File: config.mk
export PLATFORM = sky130hd
export DESIGN_NAME = rsa_job_scheduler_flat
export DESIGN_NICKNAME = d
export VERILOG_FILES = /design/src/rtl/rsa_sched_pkg.sv /design/src/rtl/rsa_job_scheduler_if.sv /design/src/rtl/rsa_sched_rr_arb.sv /design/src/rtl/rsa_job_scheduler.sv /design/src/flat_wrapper.sv
export SDC_FILE = /design/constraint.sdc
export NUM_CORES = 1
export LEC_CHECK = 0
export BUFFER_PORTS_ARGS = -buffer_cell sky130_fd_sc_hd__buf_2
export CAP_MARGIN = 0
export CORE_MARGIN = 3
export CORE_UTILIZATION = 45
export CTS_CLUSTER_DIAMETER = 50
export DETAILED_ROUTE_END_ITERATION = 8
export GPL_TIMING_DRIVEN = 0
export PLACE_DENSITY = 0.82
export RECOVER_POWER = 100
export SLEW_MARGIN = 20
export SYNTH_ARGS = -nofsm -noshare
export SYNTH_HDL_FRONTEND = slang
export SYNTH_SLANG_ARGS = --single-unit
File: constraint.sdc
create_clock -name clk -period 2.8 [get_ports clk]
set_clock_uncertainty 0.15 [all_clocks]
set_input_delay 0.28 -clock clk [delete_from_list [all_inputs] [get_ports clk]]
set_output_delay 0.28 -clock clk [all_outputs]
set_load 0.01 [all_outputs]
File: src/rtl/rsa_sched_pkg.sv
// Shared types and defaults for the RSA job scheduler.
package rsa_sched_pkg;

  localparam int WIDTH_DEF   = 8;
  localparam int TIMEOUT_DEF = 1023;
  localparam int CNT_W       = 16;
  localparam int NUM_REQ     = 2;
  localparam int NUM_OPS     = 4;

  typedef enum logic [1:0] {
    ST_IDLE  = 2'd0,
    ST_CLEAR = 2'd1,
    ST_RUN   = 2'd2,
    ST_DONE  = 2'd3
  } state_e;

  typedef enum logic [1:0] {
    STAT_OK      = 2'd0,
    STAT_TIMEOUT = 2'd1,
    STAT_ABORTED = 2'd2
  } status_e;

endpackage

File: src/rtl/rsa_job_scheduler_if.sv
// Job-side and RSA-unit-side signals of the scheduler; slave = scheduler, master = host/RSA unit.
interface rsa_job_scheduler_if
  import rsa_sched_pkg::*;
#(
  parameter int WIDTH = WIDTH_DEF
);
  logic [NUM_REQ-1:0] req;
  logic [WIDTH-1:0]   op_p0, op_e0, op_m0, op_const0;
  logic [WIDTH-1:0]   op_p1, op_e1, op_m1, op_const1;
  logic               abort;
  logic [NUM_REQ-1:0] gnt;
  logic [NUM_REQ-1:0] done;
  logic [1:0]         status;
  logic [WIDTH-1:0]   result;
  logic               busy;
  logic [WIDTH-1:0]   rsa_p, rsa_e, rsa_m, rsa_const;
  logic               en_rsa;
  logic               clear_rsa;
  logic               eoc_rsa;
  logic [WIDTH-1:0]   c_rsa;

  modport slave (
    input  req, op_p0, op_e0, op_m0, op_const0, op_p1, op_e1, op_m1, op_const1,
    input  abort, eoc_rsa, c_rsa,
    output gnt, done, status, result, busy,
    output rsa_p, rsa_e, rsa_m, rsa_const, en_rsa, clear_rsa
  );

  modport master (
    output req, op_p0, op_e0, op_m0, op_const0, op_p1, op_e1, op_m1, op_const1,
    output abort, eoc_rsa, c_rsa,
    input  gnt, done, status, result, busy,
    input  rsa_p, rsa_e, rsa_m, rsa_const, en_rsa, clear_rsa
  );

endinterface

File: src/rtl/rsa_sched_rr_arb.sv
// Two-requester round-robin arbiter: the requester not served last wins a tie.
module rsa_sched_rr_arb (
  input  logic [1:0] req,
  input  logic       last,
  output logic [1:0] grant
);

  always_comb begin
    grant = 2'b00;
    if (req[0] && (!req[1] || last)) grant = 2'b01;
    else if (req[1])                 grant = 2'b10;
  end

endmodule

File: src/rtl/rsa_job_scheduler.sv
// Grants RSA jobs to two requesters round-robin and sequences the RSA unit
// through clear, run (with timeout/abort) and completion.
module rsa_job_scheduler
  import rsa_sched_pkg::*;
#(
  parameter int WIDTH   = WIDTH_DEF,
  parameter int TIMEOUT = TIMEOUT_DEF
) (
  input  logic clk,
  input  logic rstb,
  input  logic ena,
  rsa_job_scheduler_if.slave bus
);

  localparam logic [CNT_W:0] TMO = (CNT_W+1)'(TIMEOUT);

  state_e                                 state, state_nx;
  logic [CNT_W-1:0]                       cnt, cnt_nx;
  logic [CNT_W:0]                         cnt_inc;
  logic                                   last, last_nx;
  logic [NUM_REQ-1:0]                     owner, owner_nx;
  logic [NUM_REQ-1:0]                     grant, gnt, done;
  status_e                                status, status_nx;
  logic [WIDTH-1:0]                       result, result_nx;
  logic [NUM_OPS-1:0][WIDTH-1:0]          opl, opl_nx;
  logic [NUM_REQ-1:0][NUM_OPS-1:0][WIDTH-1:0] ops;
  logic                                   en_rsa, clear_rsa;

  // operand slot order: [0]=P, [1]=E, [2]=M, [3]=CONST
  assign ops[0] = {bus.op_const0, bus.op_m0, bus.op_e0, bus.op_p0};
  assign ops[1] = {bus.op_const1, bus.op_m1, bus.op_e1, bus.op_p1};

  rsa_sched_rr_arb u_arb (
    .req   (bus.req),
    .last  (last),
    .grant (grant)
  );

  // value the counter will hold once the current RUN cycle completes
  assign cnt_inc = {1'b0, cnt} + (CNT_W+1)'(1);

  always_comb begin
    state_nx  = state;
    cnt_nx    = cnt;
    last_nx   = last;
    owner_nx  = owner;
    status_nx = status;
    result_nx = result;
    opl_nx    = opl;
    gnt       = '0;
    done      = '0;
    en_rsa    = 1'b0;
    clear_rsa = 1'b0;
    // gnt is combinational in IDLE, so it is also gated while reset is held
    if (ena && rstb) begin
      case (state)
        ST_IDLE: begin
          if (|grant) begin
            gnt      = grant;
            owner_nx = grant;
            opl_nx   = grant[1] ? ops[1] : ops[0];
            state_nx = ST_CLEAR;
          end
        end
        ST_CLEAR: begin
          clear_rsa = 1'b1;
          cnt_nx    = '0;
          if (bus.abort) begin
            status_nx = STAT_ABORTED;
            state_nx  = ST_DONE;
          end else begin
            state_nx  = ST_RUN;
          end
        end
        ST_RUN: begin
          en_rsa = 1'b1;
          cnt_nx = cnt_inc[CNT_W-1:0];
          if (bus.abort) begin
            status_nx = STAT_ABORTED;
            state_nx  = ST_DONE;
          end else if (bus.eoc_rsa) begin
            result_nx = bus.c_rsa;
            status_nx = STAT_OK;
            state_nx  = ST_DONE;
          end else if (cnt_inc == TMO) begin
            status_nx = STAT_TIMEOUT;
            state_nx  = ST_DONE;
          end
        end
        ST_DONE: begin
          clear_rsa = 1'b1;
          done      = owner;
          last_nx   = owner[1];
          state_nx  = ST_IDLE;
        end
        default: state_nx = ST_IDLE;
      endcase
    end
  end

  always_ff @(posedge clk or negedge rstb) begin
    if (!rstb) begin
      state  <= ST_IDLE;
      cnt    <= '0;
      last   <= 1'b1;
      owner  <= '0;
      status <= STAT_OK;
      result <= '0;
      opl    <= '0;
    end else begin
      state  <= state_nx;
      cnt    <= cnt_nx;
      last   <= last_nx;
      owner  <= owner_nx;
      status <= status_nx;
      result <= result_nx;
      opl    <= opl_nx;
    end
  end

  assign bus.gnt       = gnt;
  assign bus.done      = done;
  assign bus.status    = status;
  assign bus.result    = result;
  assign bus.busy      = (state != ST_IDLE);
  assign bus.rsa_p     = opl[0];
  assign bus.rsa_e     = opl[1];
  assign bus.rsa_m     = opl[2];
  assign bus.rsa_const = opl[3];
  assign bus.en_rsa    = en_rsa;
  assign bus.clear_rsa = clear_rsa;

endmodule

File: src/flat_wrapper.sv
// flat-port wrapper written by rule: the top's interface ports become plain ports
module rsa_job_scheduler_flat import rsa_sched_pkg::*;
#(
  parameter int WIDTH   = WIDTH_DEF,
  parameter int TIMEOUT = TIMEOUT_DEF
)
  (clk, rstb, ena, bus_req, bus_op_p0, bus_op_e0, bus_op_m0, bus_op_const0, bus_op_p1, bus_op_e1, bus_op_m1, bus_op_const1, bus_abort, bus_eoc_rsa, bus_c_rsa, bus_gnt, bus_done, bus_status, bus_result, bus_busy, bus_rsa_p, bus_rsa_e, bus_rsa_m, bus_rsa_const, bus_en_rsa, bus_clear_rsa);
  rsa_job_scheduler_if #(.WIDTH(WIDTH)) bus_i ();
  input  logic clk;
  input  logic rstb;
  input  logic ena;
  input wire logic [$bits(bus_i.req)-1:0] bus_req;
  input wire logic [$bits(bus_i.op_p0)-1:0] bus_op_p0;
  input wire logic [$bits(bus_i.op_e0)-1:0] bus_op_e0;
  input wire logic [$bits(bus_i.op_m0)-1:0] bus_op_m0;
  input wire logic [$bits(bus_i.op_const0)-1:0] bus_op_const0;
  input wire logic [$bits(bus_i.op_p1)-1:0] bus_op_p1;
  input wire logic [$bits(bus_i.op_e1)-1:0] bus_op_e1;
  input wire logic [$bits(bus_i.op_m1)-1:0] bus_op_m1;
  input wire logic [$bits(bus_i.op_const1)-1:0] bus_op_const1;
  input wire logic [$bits(bus_i.abort)-1:0] bus_abort;
  input wire logic [$bits(bus_i.eoc_rsa)-1:0] bus_eoc_rsa;
  input wire logic [$bits(bus_i.c_rsa)-1:0] bus_c_rsa;
  output wire logic [$bits(bus_i.gnt)-1:0] bus_gnt;
  output wire logic [$bits(bus_i.done)-1:0] bus_done;
  output wire logic [$bits(bus_i.status)-1:0] bus_status;
  output wire logic [$bits(bus_i.result)-1:0] bus_result;
  output wire logic [$bits(bus_i.busy)-1:0] bus_busy;
  output wire logic [$bits(bus_i.rsa_p)-1:0] bus_rsa_p;
  output wire logic [$bits(bus_i.rsa_e)-1:0] bus_rsa_e;
  output wire logic [$bits(bus_i.rsa_m)-1:0] bus_rsa_m;
  output wire logic [$bits(bus_i.rsa_const)-1:0] bus_rsa_const;
  output wire logic [$bits(bus_i.en_rsa)-1:0] bus_en_rsa;
  output wire logic [$bits(bus_i.clear_rsa)-1:0] bus_clear_rsa;
  assign bus_i.req = bus_req;
  assign bus_i.op_p0 = bus_op_p0;
  assign bus_i.op_e0 = bus_op_e0;
  assign bus_i.op_m0 = bus_op_m0;
  assign bus_i.op_const0 = bus_op_const0;
  assign bus_i.op_p1 = bus_op_p1;
  assign bus_i.op_e1 = bus_op_e1;
  assign bus_i.op_m1 = bus_op_m1;
  assign bus_i.op_const1 = bus_op_const1;
  assign bus_i.abort = bus_abort;
  assign bus_i.eoc_rsa = bus_eoc_rsa;
  assign bus_i.c_rsa = bus_c_rsa;
  assign bus_gnt = bus_i.gnt;
  assign bus_done = bus_i.done;
  assign bus_status = bus_i.status;
  assign bus_result = bus_i.result;
  assign bus_busy = bus_i.busy;
  assign bus_rsa_p = bus_i.rsa_p;
  assign bus_rsa_e = bus_i.rsa_e;
  assign bus_rsa_m = bus_i.rsa_m;
  assign bus_rsa_const = bus_i.rsa_const;
  assign bus_en_rsa = bus_i.en_rsa;
  assign bus_clear_rsa = bus_i.clear_rsa;
  rsa_job_scheduler #(.WIDTH(WIDTH), .TIMEOUT(TIMEOUT)) u_core (.clk(clk), .rstb(rstb), .ena(ena), .bus(bus_i));
endmodule
==> results of run 1 <==
flip-flops by register name (all words and copies together), names as in the netlist:
register              flops
u_core.bus.rsa_m          8
u_core.state              2
u_core.last               1
u_core.cnt               16
u_core.bus.result         8
u_core.bus.rsa_e          8
u_core.bus.status         2
u_core.owner              2
u_core.bus.rsa_const      8
u_core.bus.rsa_p          8
cell families (layout without fill, tap and decap cells):
kind of cell / after synthesis / count (layout) / synth area share
buffers and inverters: 34 / 199 / 0.0470
XOR/XNOR: 3 / 3 / 0.00765
multiplexers: 44 / 44 / 0.133
AO/OA/AOI/OAI: 87 / 87 / 0.161
flip-flops: 63 / 63 / 0.459
adder cells (fa/ha/maj): 6 / 6 / 0.0219
AND/OR/NAND/NOR: 110 / 110 / 0.170
cell type report:
type                            count  area (µm²)  area share
Sequential cell                    63        1590       0.344
Timing Repair Buffer              150         753       0.163
Clock inverter                      6         115      0.0249
Clock buffer                       10         138      0.0298
Multi-Input combinational cell    250        1730       0.375
Tap cell                           99         124      0.0268
Inverter                           12        45.0     0.00976
Buffer                             21         121      0.0263
layer usage:
layer  share of wire  GRT usage  vias up
li1                -          -     1548
met5               0          0        -
met2            0.51      0.378      132
met3           0.074     0.0483       13
met4           0.012     0.0794        0
met1            0.40      0.260     1502
worst register-to-register path: cells and delay by family (launching register included):
| family | cells | cell delay [ns] |
|---|---|---|
| simple gates | 3 | 1.03 |
| compound gates | 2 | 0.55 |
| xor+xnor | 1 | 0.14 |
| mux | 1 | 0.32 |
| flops | 1 | 0.44 |
synthesized netlist by cell type, types with 2 or more instances:
master	number	area [µm²]
sky130_fd_sc_hd__and3_1	5	31.3
sky130_fd_sc_hd__a22o_1	9	78.8
sky130_fd_sc_hd__ha_1	6	75.1
sky130_fd_sc_hd__mux2_2	10	113
sky130_fd_sc_hd__xnor2_1	2	17.5
sky130_fd_sc_hd__o31ai_1	2	15.0
sky130_fd_sc_hd__or3_1	2	12.5
sky130_fd_sc_hd__o21a_1	2	15.0
sky130_fd_sc_hd__inv_1	12	45.0
sky130_fd_sc_hd__o21ai_0	51	255
sky130_fd_sc_hd__nor2_1	11	41.3
sky130_fd_sc_hd__nand4_4	2	42.5
sky130_fd_sc_hd__buf_2	3	15.0
sky130_fd_sc_hd__a211oi_1	2	15.0
sky130_fd_sc_hd__a21o_1	2	15.0
sky130_fd_sc_hd__nand2_1	55	206
sky130_fd_sc_hd__nand4_1	2	12.5
sky130_fd_sc_hd__or2_2	2	12.5
sky130_fd_sc_hd__buf_6	3	33.8
sky130_fd_sc_hd__nand3b_1	3	22.5
sky130_fd_sc_hd__a21oi_1	7	35.0
sky130_fd_sc_hd__mux2i_1	33	330
sky130_fd_sc_hd__dfrtp_1	62	1550
sky130_fd_sc_hd__or4_1	2	15.0
sky130_fd_sc_hd__buf_4	2	15.0
sky130_fd_sc_hd__clkbuf_1	13	48.8
sky130_fd_sc_hd__nor4_1	2	12.5
sky130_fd_sc_hd__nand3_1	7	35.0
sky130_fd_sc_hd__nand2b_1	3	18.8
sky130_fd_sc_hd__nor3_1	5	25.0
stage by stage:
stage	cells	setup slack, ns	setup TNS [ns]
floorplan	347	0.00194	0
global placement	573	-0.348	-10.97
detailed placement	574	-0.192	-0.232
CTS	607	-0.0557	-0.0767
global route	611	-0.0289	-0.0289
finish	611	0.0586	0
where the power goes:
group          switching [mW]  total [mW]  internal, mW
Sequential              0.254        1.54          1.28
Combinational           0.855        1.44         0.582
Clock                   0.403        1.02         0.622
Total                    1.51        4.00          2.49
worst paths after layout:
kind / startpoint / endpoint / slack, ns / cells after the start
worst max-delay path: u_core.cnt[1] / u_core.state[1] / 0.06 / 7
worst min-delay path: bus_c_rsa[2] / u_core.bus.result[2] / 0.01 / 2
worst max register to register: u_core.cnt[1] / u_core.state[1] / 0.06 / 7
worst min register to register: u_core.bus.rsa_p[6] / u_core.bus.rsa_p[6] / 0.33 / 2
max in group asynchronous: rstb / u_core.cnt[10] / 0.93 / 3
min in group asynchronous: rstb / u_core.owner[0] / 0.19 / 2
cells in the final DEF (no fill, tap or decap), types with 3 or more instances in the layout:
cell type and instances:
sky130_fd_sc_hd__buf_6 5, sky130_fd_sc_hd__buf_2 78, sky130_fd_sc_hd__nor3_1 5, sky130_fd_sc_hd__nand2_1 55
sky130_fd_sc_hd__clkbuf_1 62, sky130_fd_sc_hd__dfrtp_2 8, sky130_fd_sc_hd__buf_4 22, sky130_fd_sc_hd__and3_1 5
sky130_fd_sc_hd__nand4_4 3, sky130_fd_sc_hd__nand3b_1 3, sky130_fd_sc_hd__o21ai_0 50, sky130_fd_sc_hd__dfrtp_1 54
sky130_fd_sc_hd__ha_1 5, sky130_fd_sc_hd__nor2_1 11, sky130_fd_sc_hd__inv_1 12, sky130_fd_sc_hd__a22o_1 9
sky130_fd_sc_hd__bufinv_16 3, sky130_fd_sc_hd__a21oi_1 7, sky130_fd_sc_hd__nand2b_1 3, sky130_fd_sc_hd__nand3_1 7
sky130_fd_sc_hd__clkbuf_8 10, sky130_fd_sc_hd__mux2i_1 33, sky130_fd_sc_hd__mux2_2 10
repair_timing:
| action | CTS | global route |
|---|---|---|
| endpoints found under the setup margin | 3 | 3 |
| pin swaps | 4 | 3 |
| endpoints found under the hold margin | 62 | 1 |
| gates cloned | 0 | 0 |
| resized for setup | 17 | 2 |
| setup buffers | 16 | 4 |
| hold buffers | 1 | 1 |
==> metrics.log, run 1 <==
[metrics] status: finished, final reports clean
[metrics] Final HPWL DP: 6.30 mm
[metrics] placer's final routability congestion estimate: 0.833
[metrics] DRC violations left: 0
[metrics] H-tree level count: 3
[metrics] Lkg Pwr: 2.20 nW
[metrics] Inserted Clock Buffers: 9
[metrics] CTS Sinks: 63
[metrics] via density per instance: 5.23
[metrics] row count: 31
[metrics] Worst setup SP type: register
[metrics] clock transition time at the flip-flop clock pins of the worst setup and hold paths: 0.08 ns
[metrics] Final setup viols: 0
[metrics] delay of the slowest cell on the worst path: 0.50 ns
[metrics] max-slew violation total from the final report: 0
[metrics] Initial DRC Count: 117
[metrics] netlist area before placement: 0.00343 mm²
[metrics] Remaining Overflow, GRT: 0
[metrics] Rel. slew slack: 0.280
[metrics] upper clock frequency limit: 0.365 GHz
[metrics] drt first pass iters: 4
[metrics] post-detailed-route count of antenna-violating nets: 0
[metrics] start-to-end type of the worst setup path: reg2reg
[metrics] largest net degree at the start of global routing: 46
[metrics] final core utilization: 0.630
[metrics] Crit-path slowest cell: sky130_fd_sc_hd__or4_4
[metrics] number of buffer and inverter instances along the worst setup path: 0
[metrics] unique cell type count in the Yosys netlist: 55
[metrics] main flop type after synthesis: sky130_fd_sc_hd__dfrtp_1
[metrics] vertical die dimension: 93.4 µm
[metrics] max cap viols: 0
[metrics] area of the core: 0.00733 mm²
[metrics] number of global-route vias before repair: 3,209
[metrics] Post-synth EDFFs: 0
[metrics] I/O Pins: 128
[metrics] Hold WS: 0.0114 ns
[metrics] Die Area: 0.00872 mm²
[metrics] number of antenna violations at the first check in global routing: 0
[metrics] Yosys warning total: 0
[metrics] critical path data arrival time: 2.83 ns
[metrics] number of vias in the routed layout: 3,195
[metrics] measured slew at the worst slew-check pin: 1.08 ns
[metrics] Power, Total: 4.00 mW
[metrics] Root Driver: sky130_fd_sc_hd__clkbuf_8
[metrics] # nets final: 592
[metrics] Area after DPL: 0.00422 mm²
[metrics] async set-reset flop share out of synthesis: 1.00
[metrics] Post-Syn Instances: 347
[metrics] IR Drop Worst-Case VDD: 453 µV
[metrics] clock latency reported for the late side of the worst-skew pair: 0.35 ns
[metrics] Cell Pwr Density: 867 mW/mm²
[metrics] Crit path max-delay family: simple AND/OR/NAND/NOR gates
[metrics] area added between synthesis and finish: 34.4%
[metrics] fillers: 599
[metrics] net count after synthesis: 432
[metrics] clock tree from TritonCTS: done
[metrics] initial core utilization: 0.469
[metrics] final cycle utilization of the critical path: 0.979
[metrics] clock period minus final worst setup slack: 2.74 ns
[metrics] Antenna Cells: 0
[metrics] Hold Fails Final Rpt: 0
[metrics] final WL: 9.10 mm
[metrics] endpoint required time on the critical path: 2.88 ns
[metrics] worst hold path type: in2reg
[metrics] flop and latch count out of synthesis: 63
[metrics] total routing usage reported by global routing: 0.216
[metrics] critical-path maximum fanout: 4
[metrics] crit path cell chain: nand4_4 -> or4_4 -> xnor2_1 -> or3_4 -> a2111oi_4 -> o211ai_2 -> mux2_4
[metrics] global-route wire length before repair: 14.9 mm
[metrics] endpoint type of the worst setup path: register
[metrics] unrepaired setup endpoints after global routing: true
[metrics] Buffers on Ports: 127
[metrics] final design area excluding fillers: 0.00462 mm²
[metrics] sequential fraction of the synthesis area: 0.459
[metrics] post-synthesis average cell area: 9.90 µm²
[metrics] wire per inst: 14.9 µm
[metrics] Chip Width: 93.4 µm
[metrics] Longest Clk Path Bufs: 2
[metrics] proportion of layout cells with a drive suffix above 1: 0.307
Note: power is estimated with default switching activity, not from simulation.
==> inputs of run 2 (changes only) <==
--- a/config.mk
+++ b/config.mk
@@ -11,7 +11,7 @@
 export CORE_UTILIZATION = 45
 export CTS_CLUSTER_DIAMETER = 50
 export DETAILED_ROUTE_END_ITERATION = 8
-export GPL_TIMING_DRIVEN = 0
+export HOLD_SLACK_MARGIN = 0.05
 export PLACE_DENSITY = 0.82
 export RECOVER_POWER = 100
 export SLEW_MARGIN = 20
==> run 2 against run 1 <==
Sequential share of layout area increased by 1.0 points. Non-clock buffer count fell by 11. Combinational power shrank 4%. Global-route usage fell by 1.5 points. Clock power down 36%. Critical path type unchanged. Critical endpoint unchanged. Highest routed layer unchanged.
==> metrics.log, run 2 (synthesis results as in run 1) <==
[metrics] status: finished, final reports clean
[metrics] number of buffer and inverter instances along the worst setup path: 0
[metrics] start-to-end type of the worst setup path: reg2reg
[metrics] initial core utilization: 0.469
[metrics] fraction of power consumed by combinational cells: 0.385
[metrics] IR Drop Worst-Case VDD: 448 µV
[metrics] Crit-path slowest cell: sky130_fd_sc_hd__or4_4
[metrics] final critical-path setup slack: 0.0890 ns
[metrics] Cell Pwr Density: 802 mW/mm²
[metrics] proportion of layout cells with a drive suffix above 1: 0.279
[metrics] unrepaired setup endpoints after global routing: false
[metrics] wire per inst: 14.1 µm
[metrics] start point of the worst hold path: bus_op_p0[0]
[metrics] endpoint required time on the critical path: 2.86 ns
[metrics] post-detailed-route count of antenna-violating nets: 0
[metrics] critical-path maximum fanout: 7
[metrics] Longest Clk Path Bufs: 2
[metrics] H-tree level count: 3
[metrics] total routing usage reported by global routing: 0.202
[metrics] clock latency reported for the late side of the worst-skew pair: 0.33 ns
[metrics] top register by number of flip-flops: u_core.cnt
[metrics] clock transition time at the flip-flop clock pins of the worst setup and hold paths: 0.07 ns
[metrics] total area of sequential cells: 0.00158 mm²
[metrics] max cap viols: 0
[metrics] global-route wire length before repair: 14.0 mm
[metrics] CTS Sinks: 63
[metrics] part of the power in registers: 0.433
[metrics] area added between synthesis and finish: 29.9%
[metrics] measured slew at the worst slew-check pin: 0.985 ns
[metrics] final WL: 8.43 mm
[metrics] number of antenna violations at the first check in global routing: 0
[metrics] row count: 31
[metrics] fillers: 629
[metrics] area of the core: 0.00733 mm²
[metrics] # nets final: 581
[metrics] leading cell type in the layout, fill and taps excluded: sky130_fd_sc_hd__buf_2
[metrics] endpoint type of the worst setup path: register
[metrics] placer's final routability congestion estimate: 0.904
[metrics] critical path startpoint: u_core.cnt[1]
[metrics] flip-flop count of the largest register, all copies and words added: 16
[metrics] max-slew violation total from the final report: 0
[metrics] Final HPWL DP: 6.17 mm
[metrics] Remaining Overflow, GRT: 0
[metrics] I/O Pins: 128
[metrics] upper clock frequency limit: 0.369 GHz
[metrics] delay of the slowest cell on the worst path: 0.50 ns
[metrics] Die Area: 0.00872 mm²
[metrics] final cycle utilization of the critical path: 0.968
[metrics] via density per instance: 5.14
[metrics] worst hold path type: in2reg
[metrics] FF-to-FF Start: u_core.cnt[1]
[metrics] Lkg Pwr: 2.15 nW
[metrics] number of global-route vias before repair: 3,136
[metrics] Hold WS: 0.0843 ns
[metrics] Buffers on Ports: 127
[metrics] Inserted Clock Buffers: 9
[metrics] critical path data arrival time: 2.77 ns
[metrics] Initial DRC Count: 118
[metrics] drt first pass iters: 4
[metrics] crit path cell chain: nand4_4 -> or4_4 -> xnor2_1 -> or3_4 -> a2111oi_4 -> o211ai_2 -> mux2_4
[metrics] Antenna Cells: 0
[metrics] top library cells by usage in the layout, fill and taps aside: 77 x sky130_fd_sc_hd__buf_2, 59 x sky130_fd_sc_hd__dfrtp_1, 55 x sky130_fd_sc_hd__nand2_1, 55 x sky130_fd_sc_hd__clkbuf_1, 51 x sky130_fd_sc_hd__o21ai_0
[metrics] clock tree from TritonCTS: done
[metrics] DRC violations left: 0
[metrics] number of vias in the routed layout: 3,083
[metrics] Crit path max-delay family: simple AND/OR/NAND/NOR gates
[metrics] dpl cells: 573
[metrics] Final setup viols: 0
[metrics] largest net degree at the start of global routing: 65
[metrics] worst setup timing slack at the placement stage: -0.00952 ns
[metrics] switching power: 1.42 mW
[metrics] internal power component: 2.16 mW
[metrics] Hold Fails Final Rpt: 0
[metrics] Rel. slew slack: 0.344
[metrics] area of the multi-input gates: 0.00172 mm²
[metrics] fin cells: 600
[metrics] clock period minus final worst setup slack: 2.71 ns
[metrics] Root Driver: sky130_fd_sc_hd__clkbuf_8
[metrics] fraction of power spent switching nets: 0.397
[metrics] vertical die dimension: 93.4 µm
[metrics] clock network power share: 0.183
[metrics] Worst setup SP type: register
[metrics] Chip Width: 93.4 µm
run 2: tightest hold or removal path, stage by stage:
cell and delay, ns:
sky130_fd_sc_hd__buf_2 0.08, sky130_fd_sc_hd__mux2i_1 0.05, sky130_fd_sc_hd__o21ai_0 0.13
run 2: timing repair:
item,in CTS,in global routing
setup endpoints to repair,1,1
hold endpoints to repair,70,0
hold buffers,9,0
pin swaps,0,4
setup buffers,0,2
gates resized for setup,1,4
run 2: final timing paths:
check | to | slack, ns | cells past startpoint
worst max register to register | u_core.state[1] | 0.09 | 7
min in group asynchronous | u_core.cnt[13] | 0.58 | 3
worst max-delay path | u_core.state[1] | 0.09 | 7
worst min register to register | u_core.bus.rsa_e[1] | 0.33 | 2
max in group asynchronous | u_core.cnt[1] | 1.36 | 3
worst min-delay path | u_core.bus.rsa_p[0] | 0.08 | 3
run 2: power by group through the flow:
stage          clock network [mW]  logic, mW  registers, mW
2_1_floorplan                   0      0.692           1.64
3_3_place_gp                    0       1.40           1.51
3_5_place_dp                    0       1.46           1.53
4_1_cts                     0.681       1.47           1.53
5_1_grt                     0.715       1.55           1.59
6_report                    0.654       1.38           1.55
run 2: routing by layer:
| layer | GRT usage | up-vias | wire, µm |
|---|---|---|---|
| met1 | 0.254 | 1441 | 3600 |
| met3 | 0.0386 | 8 | 554 |
| met2 | 0.340 | 104 | 4190 |
| met5 | 0 | - | 0 |
| li1 | - | 1530 | - |
| met4 | 0.0830 | 0 | 88 |
run 2: area by class of cell:
| cell class | count | share of cell area |
|---|---|---|
| clock buffers | 12 | 0.0303 |
| clock inverters | 4 | 0.00533 |
| inverters | 12 | 0.0101 |
| multi-input cells | 250 | 0.385 |
| flip-flops and latches | 63 | 0.354 |
| well taps | 99 | 0.0278 |
| repair buffers | 160 | 0.187 |
run 2: per-stage QoR:
stage / power (mW) / TNS (ns) / utilization / area, µm²
floorplan: 2.34 / 0 / - / 3440
global placement: 2.91 / 0 / 0.580 / 4250
detailed placement: 2.99 / -0.00952 / 0.580 / 4250
CTS: 3.68 / 0 / 0.614 / 4500
global route: 3.86 / 0 / 0.609 / 4460
finish: 3.58 / 0 / 0.609 / 4460
